## src/rtl/fir_pkg.sv

```systemverilog
// Shared types and widths for the FIR sequencing controller and its result FIFO.
package fir_pkg;

  typedef enum logic {
    IDLE      = 1'b0,
    FRAME_RUN = 1'b1
  } state_t;

  localparam int NIB_W        = 4;
  localparam int SAMPLE_W     = 8;
  localparam int RES_W        = 16;
  localparam int FIFO_DEPTH   = 2;
  localparam int NIBS_PER_RES = RES_W / NIB_W;

endpackage

```

## src/rtl/fir_res_fifo.sv

```systemverilog
// Small show-ahead result FIFO; a push into a full FIFO without a pop is dropped
// and latches a sticky overrun flag.
module fir_res_fifo #(
  parameter int WIDTH = 16,
  parameter int DEPTH = 2
) (
  input  logic             clk,
  input  logic             rst,
  input  logic             push_i,
  input  logic [WIDTH-1:0] data_i,
  input  logic             pop_i,
  output logic [WIDTH-1:0] data_o,
  output logic             empty_o,
  output logic             overrun_o
);

  localparam int PTR_W = (DEPTH > 1) ? $clog2(DEPTH) : 1;
  localparam int CNT_W = $clog2(DEPTH + 1);

  logic [WIDTH-1:0] mem_q [DEPTH];
  logic [PTR_W-1:0] wr_q, rd_q;
  logic [CNT_W-1:0] cnt_q;
  logic             ovf_q;
  logic             full, do_pop, do_push;

  function automatic logic [PTR_W-1:0] ptr_inc(input logic [PTR_W-1:0] p);
    return (p == PTR_W'(DEPTH - 1)) ? '0 : p + 1'b1;
  endfunction

  assign full    = (cnt_q == CNT_W'(DEPTH));
  assign do_pop  = pop_i && (cnt_q != '0);
  // A pop in the same cycle frees the slot, so a full FIFO can still accept.
  assign do_push = push_i && (!full || do_pop);

  always_ff @(posedge clk) begin
    if (do_push) mem_q[wr_q] <= data_i;
  end

  always_ff @(posedge clk) begin
    if (rst) begin
      wr_q  <= '0;
      rd_q  <= '0;
      cnt_q <= '0;
      ovf_q <= 1'b0;
    end else begin
      if (do_push) wr_q <= ptr_inc(wr_q);
      if (do_pop)  rd_q <= ptr_inc(rd_q);
      if (do_push && !do_pop)      cnt_q <= cnt_q + 1'b1;
      else if (do_pop && !do_push) cnt_q <= cnt_q - 1'b1;
      if (push_i && !do_push) ovf_q <= 1'b1;
    end
  end

  assign data_o    = mem_q[rd_q];
  assign empty_o   = (cnt_q == '0);
  assign overrun_o = ovf_q;

endmodule

```

## src/rtl/fir_seq_ctrl.sv

```systemverilog
// Sequencer for a nibble-serial systolic FIR chain: coefficient file, sample
// issue FSM, result capture with pipeline-fill skipping, and output FIFO.
module fir_seq_ctrl
  import fir_pkg::*;
#(
  parameter int NTAP  = 8,
  parameter int FRAME = 5,
  parameter int SKIP  = 2
) (
  input  logic                    clk,
  input  logic                    rst,
  input  logic                    cfg_we,
  input  logic [$clog2(NTAP)-1:0] cfg_addr,
  input  logic [7:0]              cfg_data,
  output logic [8*NTAP-1:0]       coef,
  input  logic                    s_valid,
  output logic                    s_ready,
  input  logic [SAMPLE_W-1:0]     s_data,
  output logic                    pe_rdy,
  output logic [NIB_W-1:0]        pe_xin,
  output logic [NIB_W-1:0]        pe_yin,
  input  logic                    pe_cap_rdy,
  input  logic [NIB_W-1:0]        pe_yout,
  output logic                    m_valid,
  input  logic                    m_ready,
  output logic [RES_W-1:0]        m_data,
  output logic                    overrun
);

  localparam int ADDR_W    = $clog2(NTAP);
  localparam int SLOT_W    = $clog2(FRAME);
  localparam int NIB_IDX_W = $clog2(NIBS_PER_RES);
  localparam int SKIP_W    = $clog2(SKIP + 2);

  // Addresses with no matching tap simply never hit a write enable.
  for (genvar gi = 0; gi < NTAP; gi++) begin : g_tap
    logic [7:0] tap_q;
    always_ff @(posedge clk) begin
      if (rst) tap_q <= '0;
      else if (cfg_we && (cfg_addr == ADDR_W'(gi))) tap_q <= cfg_data;
    end
    assign coef[8*gi +: 8] = rst ? 8'h00 : tap_q;
  end

  state_t              state_q, state_d;
  logic [SLOT_W-1:0]   slot_q, slot_d;
  logic [SAMPLE_W-1:0] sample_q, sample_d;
  logic                s_ready_c, pe_rdy_c;
  logic [NIB_W-1:0]    pe_xin_c;

  always_ff @(posedge clk) begin
    if (rst) begin
      state_q  <= IDLE;
      slot_q   <= '0;
      sample_q <= '0;
    end else begin
      state_q  <= state_d;
      slot_q   <= slot_d;
      sample_q <= sample_d;
    end
  end

  always_comb begin
    state_d   = state_q;
    slot_d    = slot_q;
    sample_d  = sample_q;
    s_ready_c = 1'b0;
    pe_rdy_c  = 1'b0;
    pe_xin_c  = '0;
    case (state_q)
      IDLE: begin
        s_ready_c = 1'b1;
        if (s_valid) begin
          state_d  = FRAME_RUN;
          slot_d   = '0;
          sample_d = s_data;
        end
      end
      FRAME_RUN: begin
        pe_rdy_c = (slot_q == SLOT_W'(0));
        if (slot_q == SLOT_W'(1)) pe_xin_c = sample_q[NIB_W-1:0];
        if (slot_q == SLOT_W'(2)) pe_xin_c = sample_q[SAMPLE_W-1:NIB_W];
        if (slot_q == SLOT_W'(FRAME - 1)) begin
          state_d = IDLE;
          slot_d  = '0;
        end else begin
          slot_d = slot_q + 1'b1;
        end
      end
      default: state_d = IDLE;
    endcase
  end

  assign s_ready = s_ready_c & ~rst;
  assign pe_rdy  = pe_rdy_c & ~rst;
  assign pe_xin  = rst ? '0 : pe_xin_c;
  assign pe_yin  = '0;

  logic                 cap_active_q;
  logic [NIB_IDX_W-1:0] nib_q;
  logic [RES_W-1:0]     word_q;
  logic                 done_q;
  logic [SKIP_W-1:0]    skip_q;

  // Nibbles arrive LSB first, so shifting in from the top leaves them in place.
  always_ff @(posedge clk) begin
    if (rst) begin
      cap_active_q <= 1'b0;
      nib_q        <= '0;
      word_q       <= '0;
      done_q       <= 1'b0;
      skip_q       <= SKIP_W'(SKIP);
    end else begin
      done_q <= 1'b0;
      if (cap_active_q) begin
        word_q <= {pe_yout, word_q[RES_W-1:NIB_W]};
        if (nib_q == NIB_IDX_W'(NIBS_PER_RES - 1)) begin
          cap_active_q <= 1'b0;
          nib_q        <= '0;
          if (skip_q != '0) skip_q <= skip_q - 1'b1;
          else              done_q <= 1'b1;
        end else begin
          nib_q <= nib_q + 1'b1;
        end
      end else if (pe_cap_rdy) begin
        cap_active_q <= 1'b1;
        nib_q        <= '0;
      end
    end
  end

  logic fifo_empty, fifo_ovf, pop;

  assign m_valid = ~fifo_empty & ~rst;
  assign pop     = m_valid & m_ready;
  assign overrun = fifo_ovf & ~rst;

  fir_res_fifo #(
    .WIDTH (RES_W),
    .DEPTH (FIFO_DEPTH)
  ) u_fifo (
    .clk       (clk),
    .rst       (rst),
    .push_i    (done_q),
    .data_i    (word_q),
    .pop_i     (pop),
    .data_o    (m_data),
    .empty_o   (fifo_empty),
    .overrun_o (fifo_ovf)
  );

endmodule

```

## config.mk

```make
export PLATFORM = sky130hd
export DESIGN_NAME = fir_seq_ctrl
export DESIGN_NICKNAME = d
export VERILOG_FILES = /design/src/rtl/fir_pkg.sv /design/src/rtl/fir_res_fifo.sv /design/src/rtl/fir_seq_ctrl.sv
export SDC_FILE = /design/constraint.sdc
export NUM_CORES = 1
export LEC_CHECK = 0
export BUFFER_PORTS_ARGS = -buffer_cell sky130_fd_sc_hd__buf_2
export CAP_MARGIN = 40
export CORE_UTILIZATION = 35
export CTS_CLUSTER_SIZE = 14
export DETAILED_ROUTE_END_ITERATION = 10
export GPL_ROUTABILITY_DRIVEN = 1
export GPL_TIMING_DRIVEN = 1
export PLACE_DENSITY = 0.54
export SLEW_MARGIN = 20
export SYNTH_ARGS = -nofsm -noshare
export SYNTH_HDL_FRONTEND = slang
export SYNTH_SLANG_ARGS = --single-unit
```

## constraint.sdc

```tcl
create_clock -name clk -period 1.82 [get_ports clk]
set_input_delay 0.364 -clock clk [delete_from_list [all_inputs] [get_ports clk]]
set_output_delay 0.364 -clock clk [all_outputs]
set_load 0.05 [all_outputs]
```

# --- Word-level counts from Yosys, hierarchy flattened ---
# Memory sizes are Yosys's and may differ from the RTL's. A register that Yosys moved wholly into a read port is not among the register bits.
# Cells that the tools add are included.
classes:
  addsub: 7
  n_eq_ne: 13
  muxes: 35
  n_bitwise: 10
  n_reduce_logical: 27
op_table:
  columns: ["operator", "n"]
  rows:
  - ["$mux W8", 8]
  - ["$mux W4", 4]
  - ["$eq A3 B3 Y1 const B", 5]
  - ["$mux W1", 14]
  - ["$logic_and A1 B1 Y1", 13]
  - ["$mux W2", 5]
  - ["$eq A3 B2 Y1 const B", 3]
  - ["$reduce_bool A2 Y1", 4]
  - ["$eq A3 B1 Y1 const B", 2]
  - ["$logic_not A3 Y1", 2]
  - ["$mux W3", 2]
  - ["$pmux W3 S2", 1]
  - ["$and A1 B1 Y1", 5]
  - ["$not A1 Y1", 5]
  - ["$add A2 B1 Y2 const B", 2]
  - ["$eq A2 B2 Y1 const B", 2]
  - ["$sub A2 B1 Y2 const B", 2]
  - ["$add A3 B1 Y3 const B", 1]
  - ["$logic_not A1 Y1", 3]
  - ["$reduce_and A3 Y1", 1]
  - ["$reduce_or A3 Y1", 1]
  - ["$add A1 B1 Y1 const B", 2]
  - ["$logic_not A2 Y1", 1]
  - ["$ne A2 B2 Y1 const B", 1]
  - ["3 further kinds", 3]
totals:
  register_bits: 103
  ramBits: 32
  inputBits: 29
  out_inout_bits: 92
  memories: 1
mem_list:
  columns: ["name", "words", "width", "read_ports", "rd_clocked_by_memory_dff", "write_ports", "line_no", "rtl"]
  rows:
  - ["u_fifo.mem_q", 2, 16, 1, 1, 1, "fir_res_fifo.sv:20", "logic [WIDTH-1:0] mem_q [DEPTH];"]

# --- Logic depth before layout (Yosys ltp) ---
# Gate-level depths: netlist (run 1).
depth:
  ltp_word: 11
  mapped_depth: 7
  mapped_depth_nobuf: 6

# --- Hierarchy ---
# Synthesis (run 1) repeated with hierarchy kept, for this count alone.
hier_totals:
  cells_unflattened: 498
  area_unflattened_um2: 5447.7
by_module_without_submodules:
  columns: ["module", "n_inst", "cells_per_inst", "area_each_um2"]
  rows:
  - ["fir_seq_ctrl", 1, 421, 4033.9]
  - ["fir_res_fifo", 1, 77, 1413.9]

# --- Worst setup path before layout (run 1) ---
# Ideal clock, no wire load.
synth_timing:
  kind: "input to output"
  startpoint: "input port rst"
  endpoint: "output port pe_xin[0]"
  arrival_time_ps: 1781
  required_ps: 1456
  slack_ps: -325
  cell_stages: 3
  path_buffers: 1
  path_cell_list: "buf_2 or3b_2 a21oi_1"
synth_via:
  elab_chain_len: 1
synth_lines:
  columns: ["item", "line_no", "rtl"]
  rows:
  - ["start, declared", "fir_seq_ctrl.sv:11", "input logic rst,"]
  - ["$mux W4", "fir_seq_ctrl.sv:96", "assign pe_xin = rst ? '0 : pe_xin_c;"]
  - ["end, declared", "fir_seq_ctrl.sv:20", "output logic [NIB_W-1:0] pe_xin,"]
# Every way passes these cells.

# --- Worst setup path after layout (run 1) ---
layout_timing:
  startpoint: "register state_q"
  endpoint: "output port pe_xin[0]"
layout_via:
  elab_chain_len: 2
layout_lines:
  columns: ["item", "line_no", "rtl"]
  rows:
  - ["start, declared", "fir_seq_ctrl.sv:45", "state_t state_q, state_d;"]
  - ["start signal, assigned", "fir_seq_ctrl.sv:57", "state_q <= state_d;"]
  - ["$mux W4", "fir_seq_ctrl.sv:70", "case (state_q)"]
  - ["$mux W4", "fir_seq_ctrl.sv:96", null]
# Every way passes these cells.

==> out/qor.log, run 1 <==
INFO  outcome        outcome=complete, but fails checks
INFO  outcome        failed_checks=setup timing
INFO  yosys          seq_area_frac_synth=53.1%
INFO  placement      gp_congestion=0.741
INFO  drt            via_per_inst=4.64
INFO  sta            fin_crit=1.90ns
INFO  sta            unrepaired_setup_endpoints_after_global_routing=yes
INFO  sta            layout_worst_path_cycle_share=104%
INFO  placement      post_place_cell_area=6680um2
INFO  floorplan      area_of_the_placeable_core=15900um2
INFO  sta            fmaxAchievable=526MHz
INFO  yosys          postSynth.asyncResetShare=0%
INFO  clocking       clock_path_buffers=2
INFO  cells_and_area final_nets=725
INFO  critical_path  worst_setup_path_end_kind=primary output
INFO  cells_and_area p_r_area_growth_vs_syn=32.1%
INFO  critical_path  crit_fanout=5
INFO  critical_path  cpMaxStageDelayCell=or3b_4
INFO  sta            whs=0.189ns
INFO  yosys          synth_edf_count=32
INFO  critical_path  worst-path-buf-inv=1
INFO  clocking       clk-insertion-delay-late=0.43ns
INFO  critical_path  crit_cells=3
INFO  drt            drt-initial-drc-count=126
INFO  grt            vias_in_the_first_global_route=4047
INFO  drt            postRouteWirelength=13100um
INFO  cells_and_area final-instance-count-excl-fill=919
INFO  clocking       htree_levels=4
INFO  floorplan      floorplan.die.height=130um
INFO  yosys          synth_area_leader_cell=dfxtp_1
INFO  power          netSwitchingPower=1.82mW
INFO  critical_path  cell_count_of_the_worst_reg_to_reg_path=5
INFO  yosys          post_synth_main_area_contributors=dfxtp_1 36%, edfxtp_1 17%, mux2i_1 8.7%
INFO  clocking       cts_tree=yes
INFO  critical_path  cpPeakStageDelay=0.47ns
INFO  sta            finalSetupViolCount=5
INFO  yosys          yosys-top-cells-count=104 x dfxtp_1, 88 x nand2_1, 69 x nor2b_1, 61 x nor2_1
INFO  power          power_switching_share=26.2%
INFO  sta            slew_violations=0
INFO  power          internal_power=5.11mW
INFO  sta            final-hold-violation-count=0
INFO  cells_and_area final.fill_count=1493
INFO  yosys          synth.cell_area=5730um2
INFO  cells_and_area multi_input_comb_area=2560um2
INFO  yosys          synth_cells=576
INFO  yosys          synth.top_cell.area_share=36.3%
INFO  critical_path  critical_path.startpoint_type=flip-flop
INFO  cells_and_area design_area=7570um2
INFO  cells_and_area final_layout_size_suffix_gt1_share=31.2%
INFO  cells_and_area register_area=3050um2
INFO  sta            clock_skew=0.0159ns
INFO  yosys          post_synth_num_cell_types=38
INFO  clocking       postCtsHoldBufs=0
INFO  yosys          synthesis.yosys.warnings=0
INFO  clocking       number_of_sinks_driven_by_the_clock_tree=136
INFO  job            drv_cap=0
INFO  grt            globalRouteTotalUtil=16.2%
INFO  critical_path  critical-path-top-delay-family=simple AND/OR/NAND/NOR gates
INFO  floorplan      die-area=16900um2
INFO  placement      placedCellCount=884
INFO  critical_path  worstPathCellList=or3b_4 -> a21oi_2 -> buf_6
INFO  floorplan      count_of_standard_cell_rows=46
INFO  clocking       cts_clk_pin_slew_worst_paths=0.06ns
INFO  critical_path  worst-endpoint-required=1.46ns
INFO  placement      detailed_place_hpwl=9080um
INFO  clocking       tritoncts.num_buffers=17
INFO  yosys          postSynth.topFlopCell=dfxtp_1
INFO  grt            first_pass_grt_wire_length=20500um
INFO  power          p_per_area=915nW/um2
INFO  sta            setup_ws=-0.0815ns
INFO  sta            setup_tns=-0.329ns
INFO  yosys          synth_most_common_cell=dfxtp_1
INFO  power          power_frac_clock=47.0%
INFO  drt            drtAntennaViolNets=0
INFO  drt            wl_per_cell=14.3um
INFO  critical_path  crit_arrival=1.54ns
INFO  power          worst_ir_drop_vdd=0.641mV
INFO  drt            drt_pass1_iterations=4
INFO  power          pwr-share-seq=45.8%
INFO  grt            grt_max_degree=42
INFO  drt            route.vias.total=4260
INFO  power          leakage_power_figure=3.06nW
INFO  power          combPwrFrac=7.2%
INFO  critical_path  worst-setup-path-type=flip-flop to primary output
INFO  grt            grt.overflow.total=0
INFO  placement      port-buffer-count=116
INFO  min_path       min-delay-path-class=primary input to flip-flop
INFO  grt            antenna_found_initial=1
INFO  floorplan      floorplan.io_pins=121
INFO  min_path       hold-path-cell-count=3
INFO  clocking       cts_root_buffer=clkbuf_16
INFO  yosys          synth.avg_cell_area=9.95um2
INFO  drt            final_routed_drc_violation_total=0
INFO  floorplan      initial_utilization=35.9%
INFO  floorplan      fp.dieW=130um
INFO  yosys          synth-seq-cells=136
==> path summary, 6_finish.rpt <==
path | startpoint | endpoint | slack, ns
worst min register to register | g_tap[5].tap_q[7] | g_tap[5].tap_q[7] | 0.45
worst max-delay path | state_q | pe_xin[0] | -0.08
worst min-delay path | pe_yout[1] | word_q[13] | 0.19
worst max register to register | u_fifo.cnt_q[0] | u_fifo.cnt_q[1] | 0.27
==> layout make-up <==
cell class | count | area share [%]
repair buffers | 141 | 14.5
diodes | 1 | 0.0331
multi-input cells | 387 | 33.9
clock buffers | 17 | 5.62
inverters | 6 | 0.298
clock inverters | 15 | 1.77
well taps | 216 | 3.57
flip-flops and latches | 136 | 40.3
==> layer usage <==
metal  global-route usage (%)  wire length [um]  up-vias
met3                     5.78               876        9
met2                     28.1              6640      101
met4                     6.16               114        0
li1                         -                 -     2138
met5                        0                 0        -
met1                     18.4              5480     2012
==> tightest hold or removal path, delay by kind of cell <==
family,cells,cell delay [ns]
buf+inv,1,0.09
simple gates,1,0.07
mux,1,0.06
==> through the flow <==
stage | total power [mW] | worst slack [ns] | utilization, %
after floorplan | 3.60 | -0.126 | -
after global placement | 3.72 | -0.0783 | 41.9
after detailed placement | 3.74 | -0.0877 | 41.9
after CTS | 7.03 | -0.105 | 47.4
after global routing | 7.22 | -0.132 | 47.5
final | 6.93 | -0.0815 | 47.5
==> kinds of logic (layout without fill, tap and decap cells) <==
group,after synthesis,in the layout,share of synthesized area [%]
other,1,5,0.0654
xor gates and xnor gates,3,3,0.459
buffers and inverters,56,179,5.46
adders and majority gates,7,7,1.53
and+or+nand+nor,248,248,21.9
AOI/OAI and AO/OA,58,58,5.41
muxes,67,67,12.1
DFF,136,136,53.1
==> placed cells by master (no fill, tap or decap), types with 2 or more instances in the layout <==
master,netlist,final
and4bb_1,3,3
inv_1,6,4
o21ai_0,3,3
inv_6,0,7
nand2_1,88,87
inv_8,0,3
inv_2,0,2
mux2i_1,50,50
nor2b_2,0,8
edfxtp_1,32,32
a21oi_1,50,46
nand2b_1,2,2
a21oi_4,0,3
buf_6,6,6
and4b_1,3,3
buf_4,6,17
clkinvlp_4,0,4
nand4b_1,3,3
nor2_1,61,59
clkbuf_4,0,3
buf_12,0,9
mux2_4,0,16
xor2_1,2,2
conb_1,1,4
nand3b_1,6,6
dfxtp_1,104,99
ha_4,0,3
dfxtp_2,0,4
buf_2,28,90
buf_8,0,15
nor3b_1,5,5
nor2b_1,69,61
ha_1,7,4
clkbuf_16,0,17
==> power groups by stage <==
| stage | logic, mW | registers [mW] | clock network (mW) |
|---|---|---|---|
| after global routing | 0.539 | 3.18 | 3.50 |
| after global placement | 0.485 | 3.24 | 0 |
| after CTS | 0.504 | 3.17 | 3.35 |
| after detailed placement | 0.495 | 3.24 | 0 |
| final | 0.497 | 3.17 | 3.26 |
| after floorplan | 0.370 | 3.23 | 0 |
==> state kept, by name, summed over array words and instances, names as in the netlist, 2 cells and up, named ones only <==
name	cells
g_tap.tap_q	64
word_q	16
u_fifo.mem_q	32
skip_q	2
slot_q	3
nib_q	2
u_fifo.cnt_q	2
sample_q	8
==> timing repair <==
item | 4_1_cts | 5_1_grt
gates resized for setup | 87 | 5
pin swaps | 4 | 1
buffers inserted | 1 | 0
gates cloned | 1 | 0
endpoints found under the setup margin | 21 | 25
Power figures use the tool's default switching activity.
==> run 2: changes to the inputs <==
--- a/config.mk
+++ b/config.mk
@@ -7,12 +7,14 @@
 export LEC_CHECK = 0
 export BUFFER_PORTS_ARGS = -buffer_cell sky130_fd_sc_hd__buf_2
 export CAP_MARGIN = 40
+export CELL_PAD_IN_SITES_DETAIL_PLACEMENT = 1
+export CELL_PAD_IN_SITES_GLOBAL_PLACEMENT = 1
 export CORE_UTILIZATION = 35
 export CTS_CLUSTER_SIZE = 14
 export DETAILED_ROUTE_END_ITERATION = 10
 export GPL_ROUTABILITY_DRIVEN = 1
 export GPL_TIMING_DRIVEN = 1
-export PLACE_DENSITY = 0.54
+export PLACE_DENSITY = 0.68
 export SLEW_MARGIN = 20
 export SYNTH_ARGS = -nofsm -noshare
 export SYNTH_HDL_FRONTEND = slang
==> run 2 against run 1 <==
The run still ends with setup timing left. Via count rose by 1.7%. Clock skew down 0.0089 ns. Critical path depth increased by 2. Clock power increased by 1%. Highest routed layer unchanged. Register-to-register slack worse by 0.05 ns. Global-route usage increased by 1.5 points. Sequential share of layout area grew 0.32 points. Non-clock buffer count is 4 lower. Count of clock-buffer cells in the layout is 2 higher.
==> out/qor.log, run 2 (synthesis gave the netlist of run 1 again) <==
INFO  drt            drt_pass1_iterations=4
INFO  floorplan      fp.dieW=130um
INFO  power          netSwitchingPower=1.66mW
INFO  drt            via_per_inst=4.74
INFO  sta            unrepaired_setup_endpoints_after_global_routing=yes
INFO  sta            fmaxAchievable=527MHz
INFO  clocking       cts_clk_pin_slew_worst_paths=0.06ns
INFO  job            drv_cap=0
INFO  floorplan      area_of_the_placeable_core=15900um2
INFO  clocking       cts_root_buffer=clkbuf_16
INFO  cells_and_area p_r_area_growth_vs_syn=31.2%
INFO  critical_path  cpMaxStageDelayCell=dfxtp_4
INFO  critical_path  worst-path-buf-inv=2
INFO  floorplan      initial_utilization=35.9%
INFO  sta            layout_worst_path_cycle_share=104%
INFO  drt            postRouteWirelength=14500um
INFO  floorplan      count_of_standard_cell_rows=46
INFO  clocking       cts_tree=yes
INFO  critical_path  worst-setup-path-type=flip-flop to primary output
INFO  floorplan      floorplan.io_pins=121
INFO  power          combPwrFrac=7.2%
INFO  placement      gp_congestion=0.733
INFO  power          p_per_area=928nW/um2
INFO  placement      detailed_place_hpwl=9580um
INFO  critical_path  worst_setup_path_end_kind=primary output
INFO  grt            vias_in_the_first_global_route=4425
INFO  critical_path  crit_arrival=1.53ns
INFO  drt            route.vias.total=4333
INFO  clocking       clock_path_buffers=2
INFO  power          pwr-share-seq=45.5%
INFO  grt            first_pass_grt_wire_length=22500um
INFO  placement      post_place_cell_area=6580um2
INFO  cells_and_area largest_register=g_tap.tap_q
INFO  min_path       min-delay-path-class=primary input to flip-flop
INFO  drt            wl_per_cell=15.9um
INFO  placement      port-buffer-count=116
INFO  cells_and_area biggestRegsByFlops=g_tap.tap_q (64), u_fifo.mem_q (32), word_q (16)
INFO  power          leakage_power_figure=3.04nW
INFO  cells_and_area largest_register_ffs=64
INFO  power          internal_power=5.31mW
INFO  sta            setup_ws=-0.0773ns
INFO  critical_path  worst-endpoint-required=1.46ns
INFO  sta            fin_crit=1.90ns
INFO  drt            drt-initial-drc-count=154
INFO  floorplan      floorplan.die.height=130um
INFO  cells_and_area post-route-util=47.2%
INFO  critical_path  cpPeakStageDelay=0.36ns
INFO  critical_path  critical_path.startpoint_type=flip-flop
INFO  cells_and_area final_common_cell=dfxtp_1
INFO  power          power_switching_share=23.8%
INFO  critical_path  worstPathCellList=inv_4 -> ha_4 -> nand3b_1 -> a21oi_4 -> buf_8
INFO  sta            clock_skew=0.00701ns
INFO  critical_path  crit_fanout=8
INFO  grt            grt.overflow.total=0
INFO  drt            drtAntennaViolNets=0
INFO  sta            finalSetupViolCount=5
INFO  power          worst_ir_drop_vdd=0.621mV
INFO  grt            globalRouteTotalUtil=17.7%
INFO  clocking       htree_levels=4
INFO  drt            final_routed_drc_violation_total=0
INFO  sta            slew_violations=0
INFO  grt            grt_max_degree=51
INFO  cells_and_area design_area=7520um2
INFO  floorplan      die-area=16900um2
INFO  clocking       clk-insertion-delay-late=0.41ns
INFO  cells_and_area final_layout_size_suffix_gt1_share=30.5%
INFO  clocking       tritoncts.num_buffers=17
INFO  outcome        failed_checks=setup timing
INFO  cells_and_area most-common-layout-cells=99 x dfxtp_1, 91 x buf_2, 87 x nand2_1, 61 x nor2b_1, 59 x nor2_1
INFO  cells_and_area antenna_cells=0
INFO  cells_and_area final_nets=721
INFO  power          power_frac_clock=47.3%
INFO  clocking       postCtsHoldBufs=0
INFO  critical_path  critical-path-top-delay-family=flip-flops
INFO  sta            final-hold-violation-count=0
INFO  grt            antenna_found_initial=0
INFO  outcome        outcome=complete, but fails checks
INFO  clocking       number_of_sinks_driven_by_the_clock_tree=136
## run 2: cell types whose count changed in the layout (fill, tap and decap cells not counted), sizes merged
cell,change
clkbuf,+1
bufinv,+2
diode,-1
clkinv,+7
clkinvlp,-2
buf,-3
inv,-9
## run 2: area by class of cell
cell class / count / area (um2)
tap: 216 / 270
clock inverter: 13 / 131
timing repair buffer: 137 / 1040
clock buffer: 19 / 433
sequential: 136 / 3050
multi-input combinational: 387 / 2560
fill: 1763 / 8430
inverter: 6 / 25.0
## run 2: worst min-delay path: stages
cell and delay (ns):
buf_2 0.08, mux2i_1 0.06, nor2_1 0.07
## run 2: through the flow
stage	worst slack [ns]	setup TNS, ns	hold slack (ns)	instances	total power, mW
6_report	-0.0773	-0.277	0.203	914	6.97
3_5_place_dp	-0.0808	-0.394	0.447	878	3.73
4_1_cts	-0.0774	-0.323	0.185	913	7.04
5_1_grt	-0.155	-0.694	0.209	914	7.23
2_1_floorplan	-0.126	-0.126	0.425	579	3.60
3_3_place_gp	-0.0725	-0.326	0.436	878	3.71
## run 2: final timing paths
path / endpoint / cells past startpoint / startpoint / slack [ns]
min: sample_q[7] / 3 / s_data[7] / 0.20
min reg2reg: u_fifo.mem_q[0][1] / 0 / word_q[1] / 0.46
max reg2reg: u_fifo.cnt_q[1] / 6 / u_fifo.cnt_q[1] / 0.22
max: pe_xin[1] / 5 / slot_q[0] / -0.08
## run 2: layer usage
layer  vias to the layer above  track usage, %  part of all wire (%)
li1                       2122               -                     -
met1                      2093            19.7                    42
met2                       104            32.1                    51
met3                        14            5.17                   4.9
met4                         0            6.43                   1.3
met5                         -               0                     0
## run 2: power groups by stage
stage	Sequential [mW]	Clock [mW]	Combinational, mW
after floorplan	3.23	0	0.370
after global placement	3.24	0	0.469
after detailed placement	3.24	0	0.485
after CTS	3.18	3.37	0.501
after global routing	3.18	3.51	0.538
final	3.18	3.30	0.499
## run 2: what timing repair did
action                     4_1_cts  5_1_grt
setup buffers                    2        1
pin swaps                        4        1
setup endpoints to repair       21       23
cloned                           1        0
gates resized for setup         92        6
